--- src/rtl/splitter.sv ---
// Registers a 32-bit word as four bytes one cycle after capture (SWAP picks byte order); no backpressure.
// Define SPLITTER_PARITY_EN to add a registered per-byte even-parity output P.
module splitter #(
  parameter bit SWAP = 1'b0
) (
  input  logic        clk,
  input  logic        reset,
  input  logic [31:0] A,
  input  logic        in_valid,
  output logic [7:0]  O1,
  output logic [7:0]  O2,
  output logic [7:0]  O3,
  output logic [7:0]  O4,
`ifdef SPLITTER_PARITY_EN
  output logic [3:0]  P,
`endif
  output logic        out_valid
);

  logic [7:0] b1, b2, b3, b4;

  always_comb begin
    b1 = A[31:24];
    b2 = A[23:16];
    b3 = A[15:8];
    b4 = A[7:0];
    if (SWAP) begin
      b1 = A[7:0];
      b2 = A[15:8];
      b3 = A[23:16];
      b4 = A[31:24];
    end
  end

  // Bytes hold on idle edges; only out_valid drops.
  always_ff @(posedge clk) begin
    if (reset) begin
      O1        <= 8'h00;
      O2        <= 8'h00;
      O3        <= 8'h00;
      O4        <= 8'h00;
      out_valid <= 1'b0;
    end else begin
      out_valid <= in_valid;
      if (in_valid) begin
        O1 <= b1;
        O2 <= b2;
        O3 <= b3;
        O4 <= b4;
      end
    end
  end

`ifdef SPLITTER_PARITY_EN
  // Parity is computed from the incoming bytes so it lands on the same edge as O1..O4.
  always_ff @(posedge clk) begin
    if (reset) begin
      P <= 4'b0000;
    end else if (in_valid) begin
      P <= {^b1, ^b2, ^b3, ^b4};
    end
  end
`endif

endmodule

--- config.mk ---
export PLATFORM = sky130hd
export DESIGN_NAME = splitter
export DESIGN_NICKNAME = d
export VERILOG_FILES = /design/src/rtl/splitter.sv
export SDC_FILE = /design/constraint.sdc
export NUM_CORES = 1
export LEC_CHECK = 0
export ABC_CLOCK_PERIOD_IN_PS = 1090
export BUFFER_PORTS_ARGS = -buffer_cell sky130_fd_sc_hd__buf_2
export CAP_MARGIN = 20
export CORE_MARGIN = 10
export CORE_UTILIZATION = 30
export DETAILED_ROUTE_END_ITERATION = 7
export SYNTH_ARGS = -nofsm -noshare
export SYNTH_HDL_FRONTEND = slang
export SYNTH_SLANG_ARGS = --single-unit
--- constraint.sdc ---
create_clock -name clk -period 1.09 [get_ports clk]
set_clock_uncertainty 0.15 [all_clocks]
set_input_delay 0.109 -clock clk [delete_from_list [all_inputs] [get_ports clk]]
set_output_delay 0.109 -clock clk [all_outputs]
set_load 0.01 [all_outputs]
==> results of run 1 <==
## logic make-up (layout without fill, tap and decap cells)
kind of cell           count (synthesis)  in the layout
buffers and inverters                  8            110
DFF                                   33             33
muxes                                 32             32
and+or+nand+nor                       33             33
## state kept, by name, summed over array words and instances, names as in the netlist
name	count
O1	8
O4	8
O3	8
O2	8
out_valid	1
## path summary, 6_finish.rpt
| path | cells past startpoint | to | startpoint |
|---|---|---|---|
| min reg2reg | 2 | O4[6]$_SDFFE_PP0P_ | O4[6]$_SDFFE_PP0P_ |
| min | 3 | O4[0]$_SDFFE_PP0P_ | reset |
| max reg2reg | 2 | O3[4]$_SDFFE_PP0P_ | O3[4]$_SDFFE_PP0P_ |
| max | 1 | O1[4] | O1[4]$_SDFFE_PP0P_ |
## power by group
group          switching (mW)  total [mW]  leakage (nW)  internal, mW
clock network           0.405        1.15        0.0585         0.745
logic                   0.191       0.446         0.711         0.255
registers              0.0346        1.31         0.273          1.28
total                   0.631        2.91          1.04          2.28
## placed cells by master, fill, tap and decap left out, drive strengths merged
cell	count
buf	70
dlygate4sd3	32
clkbuf	7
nor2b	1
nor2	32
dfxtp	33
bufinv	1
mux2i	32
## repair_timing
action / CTS / global route
hold endpoints to repair: 32 / 0
hold buffers: 32 / 0
gates resized for setup: 0 / 0
## routing by layer
metal	routed length, um	GRT usage (%)
met5	0	0
met4	14	2.77
met3	297	5.27
met2	1900	19.1
met1	1400	9.84
## cell type report
class | instances | area (um^2)
repair buffers | 102 | 716
well taps | 48 | 60.1
fillers | 323 | 1770
flip-flops and latches | 33 | 661
clock inverters | 1 | 30.0
multi-input cells | 65 | 452
clock buffers | 7 | 86.3
## through the flow
step | util, % | cell area (um^2)
6_report | 53.2 | 2000
2_1_floorplan | - | 1200
3_5_place_dp | 41.6 | 1570
5_1_grt | 53.2 | 2000
4_1_cts | 53.2 | 2000
3_3_place_gp | 41.6 | 1570
==> out/qor.yml, run 1 <==
die:
  io_pins: 68
  die_x_um: 83.3
  die_area_um2: 6940
  fp.coreArea_um2: 3770
  std_cell_rows: 22
  initial_core_util_pct: 31.9
  die_y_um: 83.3
yosys:
  synth_edf_count: 0
  synth-compound-area-share_pct: 0
  ys_ff_latch: 33
  ys_seq_area_share_pct: 54.9
  ys_warn_count: 0
  synth_top_family_by_area: "multiplexers"
  synth_area_um2: 1200
  yosys.area_share.simple_pct: 10.9
  syn_inst: 106
  synthXorXnorAreaFrac_pct: 0
  syn_area_per_cell_um2: 11.3
  synth_nets: 141
  synth.distinct_cells: 9
  synth.most_common_cell: "dfxtp_1"
  synthArstFlopShare_pct: 0
  yosysTopAreaCell: "dfxtp_1"
  synth.area.mux_share_pct: 26.6
  yosys.area_share.adder_pct: 0
  synth_ff_type: "dfxtp_1"
  yosys-top-cells-area: "dfxtp_1 55%, mux2i_1 27%, nor2_1 9.4%, buf_12 5.0%, buf_2 1.2%"
  synth_top_area_share_pct: 54.9
  synthTopCellsByCount: "33 x dfxtp_1, 32 x mux2i_1, 30 x nor2_1"
critical_path:
  crit_family: "flip-flops"
  required_ns: 0.83
  reg2reg_setup_slack_ns: 0.31
  slowest_delay_ns: 0.35
  cp_max_fo: 2
  startpoint_type: "flop"
  crit_path_end_kind: "primary output"
  cp.arrival_ns: 0.77
  crit_slowest_cell: "dfxtp_1"
  crit_chain: "buf_2"
  path_class: "reg -> out"
  crit_buf_inv: 1
clocking:
  cts_tree: "built"
  clk_pin_slew_worst_paths_ns: 0.06
  cts_max_level: 2
  cts_max_path_buffers: 2
  clk_latency_ns: 0.27
  cts_made_buffers: 5
  cts_num_sinks: 33
  root_buffer: "clkbuf_8"
  post_cts_buffers: 0
route:
  drtIter0Drc: 38
  vias_per_cell: 4.23
  ant_nets: 0
  wl_um: 3610
  drcViolationCount: 0
  via_count: 1083
  wl_per_cell_um: 14.1
  drtPass1Iterations: 4
pwr:
  total_power_mw: 2.91
  ir_drop_mv: 0.805
  power_density_nw_per_um2: 1450
  p_leak_nw: 1.04
global_routing:
  grt_pass1_vias: 1202
  grt_usage_pct: 10.4
  grt_overflow: 0
  grt_pass1_wl_um: 5890
  antenna_found_initial: 0
  grt_max_degree: 34
status:
  status: "completed"
timing:
  period_minus_slack_ns: 1.02
  setup_viol: 0
  fin_crit_sh_pct: 94.0
  rsz0062_at_grt: "no"
  setup_tns_ns: 0
  slew_headroom_pct: 88.7
  worst_pin_slew_ns: 0.165
  maxSlewViolCount: 0
  holdWs_ns: 0.0786
  fmax_mhz: 976
  hold_viol_final: 0
  worst_slack_ns: 0.0659
final_layout:
  nets: 242
  syn_to_final_growth_pct: 66.7
  drive_gt1_share_pct: 38.0
  instances_no_fill: 256
  diodes: 0
place:
  place_congestion: 0.731
  placedCellCount: 216
  portBuffers: 67
  pre_cts_slack_ns: 0.0855
job:
  maxCapViolations: 0
hold_path:
  min_path_type: "in -> reg"
Note: power is estimated with default switching activity, not from simulation.
==> inputs of run 2 (changes only) <==
CORE_UTILIZATION = 29   (was 30)
MAX_ROUTING_LAYER = met4   (was default)
==> out/qor.yml, run 2 (synthesized netlist as in run 1, its figures left out) <==
status:
  status: "completed"
clocking:
  cts_made_buffers: 5  # unchanged
  cts_tree: "built"
  root_buffer: "clkbuf_8"
  post_cts_buffers: 0  # unchanged
  clk_pin_slew_worst_paths_ns: 0.07  # about the same
  clk_latency_ns: 0.27  # about the same
  cts_max_path_buffers: 2  # unchanged
  cts_num_sinks: 33  # unchanged
  cts_max_level: 2  # unchanged
  cts_resized: 0  # unchanged
timing:
  setup_viol: 0  # unchanged
  maxSlewViolCount: 0  # unchanged
  setup_tns_ns: 0  # unchanged
  hold_viol_final: 0  # unchanged
  rsz0062_at_grt: "no"
  slew_headroom_pct: 88.7  # about the same
  fin_crit_sh_pct: 92.9  # -1.1 points
  holdWs_ns: 0.0756  # -0.00300 ns
  worst_pin_slew_ns: 0.165  # +0.000330 ns
  period_minus_slack_ns: 1.01  # -0.0115 ns
  fmax_mhz: 988  # +1.1%
place:
  place_congestion: 0.709  # -3.0%
  placedCellCount: 219  # +1.4%
  portBuffers: 67  # unchanged
  dp_hpwl_um: 2270
global_routing:
  grt_usage_pct: 10.3  # -0.042 points
  grt_pass1_vias: 1167  # -2.9%
  grt_overflow: 0  # unchanged
  grt_max_degree: 34  # unchanged
  antenna_found_initial: 0  # unchanged
  grt_pass1_wl_um: 5790  # -1.6%
final_layout:
  final_cell_mix: "67 x buf_2, 33 x dfxtp_1, 32 x mux2i_1, 32 x dlygate4sd3_1, 30 x nor2_1"
  fin_util_pct: 49.2  # -3.9 points
  fillers: 384  # +19%
  instances_no_fill: 259  # +1.2%
  diodes: 0  # unchanged
  layout_commonest_cell: "buf_2"
  nets: 243  # +0.41%
  drive_gt1_share_pct: 38.3  # +0.30 points
  syn_to_final_growth_pct: 63.7
  multi_input_area_um2: 452  # unchanged
  seqCellArea_um2: 661  # unchanged
die:
  fp.coreArea_um2: 4000  # +6.1%
  initial_core_util_pct: 30.1  # -1.8 points
  io_pins: 68  # unchanged
  die_x_um: 84.4  # +1.3%
  die_y_um: 84.4  # +1.3%
  std_cell_rows: 23  # +4.5%
  die_area_um2: 7120  # +2.6%
route:
  wl_per_cell_um: 13.3  # -6.0%
  drtPass1Iterations: 3  # -1
  top_layer_used: "met3"
  ant_nets: 0  # unchanged
  drtIter0Drc: 32  # -16%
  drt-met1-wl_um: 1450  # +3.9%
  wl_met3_um: 260  # -12%
  wl_um: 3440  # -4.9%
  wl_met2_um: 1720  # -9.4%
  via_count: 1058  # -2.3%
  vias_per_cell: 4.08  # -3.4%
  drcViolationCount: 0  # unchanged
critical_path:
  crit_family: "flip-flops"
  reg2reg_setup_slack_ns: 0.31  # about the same
  crit_buf_inv: 1  # unchanged
  r2r-start: "O1[1]$_SDFFE_PP0P_"
  crit_slowest_cell: "dfxtp_1"
  cp_num_cells: 1  # unchanged
  crit_path_end_kind: "primary output"
  cp_max_fo: 2  # unchanged
  r2r-end: "O1[1]$_SDFFE_PP0P_"
  required_ns: 0.83  # about the same
  crit_chain: "buf_2"
  reg2regPathDepth: 2  # unchanged
  cp.arrival_ns: 0.75  # -0.02 ns
  slowest_delay_ns: 0.34  # about the same
  startpoint_type: "flop"
  path_class: "reg -> out"
pwr:
  netSwitchingFraction_pct: 24.3  # +2.7 points
  power_frac_comb_pct: 16.9  # +1.6 points
  pwr-share-seq_pct: 50.3  # +5.2 points
  total_power_mw: 2.61  # -10%
  power_switching_mw: 0.635  # +0.64%
  clockPowerShare_pct: 32.8  # -6.7 points
  p_leak_nw: 1.03  # -1.3%
  ir_drop_mv: 0.618  # -23%
  power_density_nw_per_um2: 1320  # -8.7%
  p_int_mw: 1.97  # -13%
job:
  maxCapViolations: 0  # unchanged
hold_path:
  min_path_type: "in -> reg"
  hold_depth: 3  # unchanged
  worstHoldStart: "reset"
  hold-path-endpoint: "O1[5]$_SDFFE_PP0P_"
## run 2: changes by cell type in the layout (fill, tap and decap cells not counted)
cell	delta
clkbuf_8	-1
clkinv_2	+2
bufinv_16	-1
buf_4	+2
buf_12	-1
## run 2: power by group through the flow
stage	registers (mW)	clock network (mW)	logic, mW
floorplan	1.37	0	0.170
global placement	1.34	0	0.352
detailed placement	1.34	0	0.357
CTS	1.31	0.905	0.444
global route	1.32	0.960	0.488
finish	1.31	0.855	0.441
## run 2: worst max path at each step
stage / slack [ns] / end / start
floorplan: 0.21 / O4[0]$_SDFFE_PP0P_ / in_valid
global route: 0.02 / O1[1] / O1[1]$_SDFFE_PP0P_
finish: 0.08 / O2[4] / O2[4]$_SDFFE_PP0P_
detailed placement: 0.10 / O1[2]$_SDFFE_PP0P_ / in_valid
CTS: 0.06 / O1[2] / O1[2]$_SDFFE_PP0P_
global placement: 0.12 / O4[1]$_SDFFE_PP0P_ / in_valid
## run 2: area by class of cell
class                           count  share of cell area [%]
Timing Repair Buffer              103                    36.1
Clock inverter                      2                   0.509
Sequential cell                    33                    33.6
Clock buffer                        6                    3.69
Multi-Input combinational cell     65                    22.9
Tap cell                           50                    3.18
## run 2: what timing repair did
action | 4_1_cts | 5_1_grt
hold endpoints to repair | 32 | 0
hold buffers | 32 | 0
setup endpoints to repair | 0 | 0
## run 2: per-layer routing
| metal | vias to the layer above | track usage (%) |
|---|---|---|
| met2 | 37 | 16.5 |
| met1 | 471 | 10.7 |
| met5 | - | - |
| met4 | 0 | 3.14 |
| met3 | 0 | 5.70 |
| li1 | 550 | - |
## run 2: per-stage QoR
| step | instance area (um^2) | setup slack (ns) |
|---|---|---|
| finish | 1970 | 0.0775 |
| global route | 1970 | 0.0183 |
| CTS | 1970 | 0.0584 |
| detailed placement | 1570 | 0.103 |
| global placement | 1570 | 0.120 |
| floorplan | 1200 | 0.213 |
==> inputs of run 3 (changes only) <==
==> constraint.sdc (replaced) <==
create_clock -name clk -period 1.09 [get_ports clk]
set_clock_uncertainty 0.15 [all_clocks]
set_input_delay 0.1635 -clock clk [delete_from_list [all_inputs] [get_ports clk]]
set_output_delay 0.1635 -clock clk [all_outputs]
set_load 0.01 [all_outputs]
==> out/qor.yml, run 3 (synthesized netlist as in run 1, its figures left out) <==
critical_path:
  cp_max_fo: 2  # unchanged
  crit_buf_inv: 1  # unchanged
  crit_family: "flip-flops"
  r2r-end: "O1[2]$_SDFFE_PP0P_"
  crit_end: "O1[1]"
  required_ns: 0.78  # -0.05 ns
  r2r-start: "O1[2]$_SDFFE_PP0P_"
  crit_path_end_kind: "primary output"
  crit_slowest_cell: "dfxtp_2"
  startpoint_type: "flop"
  reg2reg_setup_slack_ns: 0.32  # about the same
  crit_chain: "buf_2"
  path_class: "reg -> out"
  cp_num_cells: 1  # unchanged
  crit_start: "O1[1]$_SDFFE_PP0P_"
  slowest_delay_ns: 0.33  # about the same
  reg2regPathDepth: 2  # unchanged
  cp.arrival_ns: 0.74  # about the same
status:
  status: "completed"
clocking:
  post_cts_buffers: 0  # unchanged
  cts_max_path_buffers: 2  # unchanged
  clk_latency_ns: 0.28  # about the same
  clk_pin_slew_worst_paths_ns: 0.06  # about the same
  root_buffer: "clkbuf_8"
  cts_num_sinks: 33  # unchanged
  cts_tree: "built"
  cts_max_level: 2  # unchanged
  cts_made_buffers: 5  # unchanged
pwr:
  p_int_mw: 2.06  # +4.2%
  ir_drop_mv: 0.626  # +1.2%
  clockPowerShare_pct: 33.8  # +1.0 points
  power_frac_comb_pct: 16.9  # about the same
  power_density_nw_per_um2: 1320  # -0.37%
  pwr-share-seq_pct: 49.3  # -1.0 points
  p_leak_nw: 1.04  # +1.3%
  power_switching_mw: 0.633  # -0.25%
  netSwitchingFraction_pct: 23.6  # -0.79 points
timing:
  slew_headroom_pct: 89.2  # +0.50 points
  setup_viol: 0  # unchanged
  fin_crit_sh_pct: 96.7  # +3.8 points
  maxSlewViolCount: 0  # unchanged
  holdWs_ns: 0.123  # +0.0479 ns
  fmax_mhz: 949  # -3.9%
  period_minus_slack_ns: 1.05  # +0.0415 ns
  worst_pin_slew_ns: 0.158  # -0.00727 ns
  hold_viol_final: 0  # unchanged
final_layout:
  nets: 243  # unchanged
  fin_area_um2: 2040  # +3.5%
  final_cell_mix: "61 x buf_2, 32 x mux2i_1, 32 x dlygate4sd3_1"
  fin_util_pct: 50.9  # +1.7 points
  drive_gt1_share_pct: 48.6  # +10 points
  diodes: 0  # unchanged
  layout_commonest_cell: "buf_2"
  instances_no_fill: 258  # -0.39%
  syn_to_final_growth_pct: 69.4
global_routing:
  grt_max_degree: 34  # unchanged
  grt_pass1_vias: 1157  # -0.86%
  antenna_found_initial: 0  # unchanged
  grt_pass1_wl_um: 5710  # -1.3%
  grt_usage_pct: 10.2  # -0.12 points
  grt_overflow: 0  # unchanged
die:
  die_x_um: 84.4  # unchanged
  std_cell_rows: 23  # unchanged
  die_y_um: 84.4  # unchanged
  die_area_um2: 7120  # unchanged
  io_pins: 68  # unchanged
  initial_core_util_pct: 30.1  # unchanged
  fp.coreArea_um2: 4000  # unchanged
route:
  ant_nets: 0  # unchanged
  wl_per_cell_um: 13.3  # +0.42%
  drtPass1Iterations: 2  # -1
  drtIter0Drc: 33  # +3.1%
  drcViolationCount: 0  # unchanged
  via_count: 1082  # +2.3%
  vias_per_cell: 4.19  # +2.7%
  wl_um: 3440  # about the same
place:
  place_area_um2: 1570  # unchanged
  portBuffers: 67  # unchanged
  dp_hpwl_um: 2320  # +1.9%
  placedCellCount: 219  # unchanged
  place_congestion: 0.711  # +0.24%
hold_path:
  min_path_type: "in -> reg"
job:
  maxCapViolations: 0  # unchanged
## run 3: what timing repair did
action | CTS | global route
endpoints found under the hold margin | 32 | 0
hold buffers | 32 | 0
endpoints found under the setup margin | 2 | 23
gates resized for setup | 2 | 26
## run 3: area by class of cell
type	count	area, um^2
clock buffers	7	86.3
multi-input cells	65	452
repair buffers	103	748
flip-flops and latches	33	688
fillers	363	1960
well taps	50	62.6
## run 3: worst min-delay path by stage
| stage | from | to | depth (start not counted) |
|---|---|---|---|
| floorplan | A[29] | O1[5]$_SDFFE_PP0P_ | 2 |
| global placement | A[28] | O1[4]$_SDFFE_PP0P_ | 3 |
| detailed placement | A[23] | O2[7]$_SDFFE_PP0P_ | 3 |
| CTS | reset | O2[6]$_SDFFE_PP0P_ | 3 |
| global route | reset | O1[5]$_SDFFE_PP0P_ | 3 |
| finish | reset | O4[1]$_SDFFE_PP0P_ | 3 |
## run 3: per-layer routing
metal  up-vias  wire, um  track usage (%)
met1       484      1490             10.9
met4         0        10             3.14
met5         -         0                -
met3         3       255             5.41
met2        44      1680             16.1
li1        551         -                -
## run 3: per-stage QoR
step | power, mW | worst slack [ns] | setup TNS [ns]
after floorplan | 1.54 | 0.159 | 0
after global placement | 1.69 | 0.0668 | 0
after detailed placement | 1.69 | 0.0620 | 0
after CTS | 2.72 | 0.00149 | 0
after global routing | 2.83 | -0.000118 | -0.000118
final | 2.69 | 0.0360 | 0
## run 3: power groups by stage
stage / clock network [mW] / registers [mW] / logic, mW
after floorplan: 0 / 1.37 / 0.170
after global placement: 0 / 1.34 / 0.353
after detailed placement: 0 / 1.34 / 0.357
after CTS: 0.960 / 1.31 / 0.445
after global routing: 0.999 / 1.33 / 0.501
final: 0.910 / 1.32 / 0.454
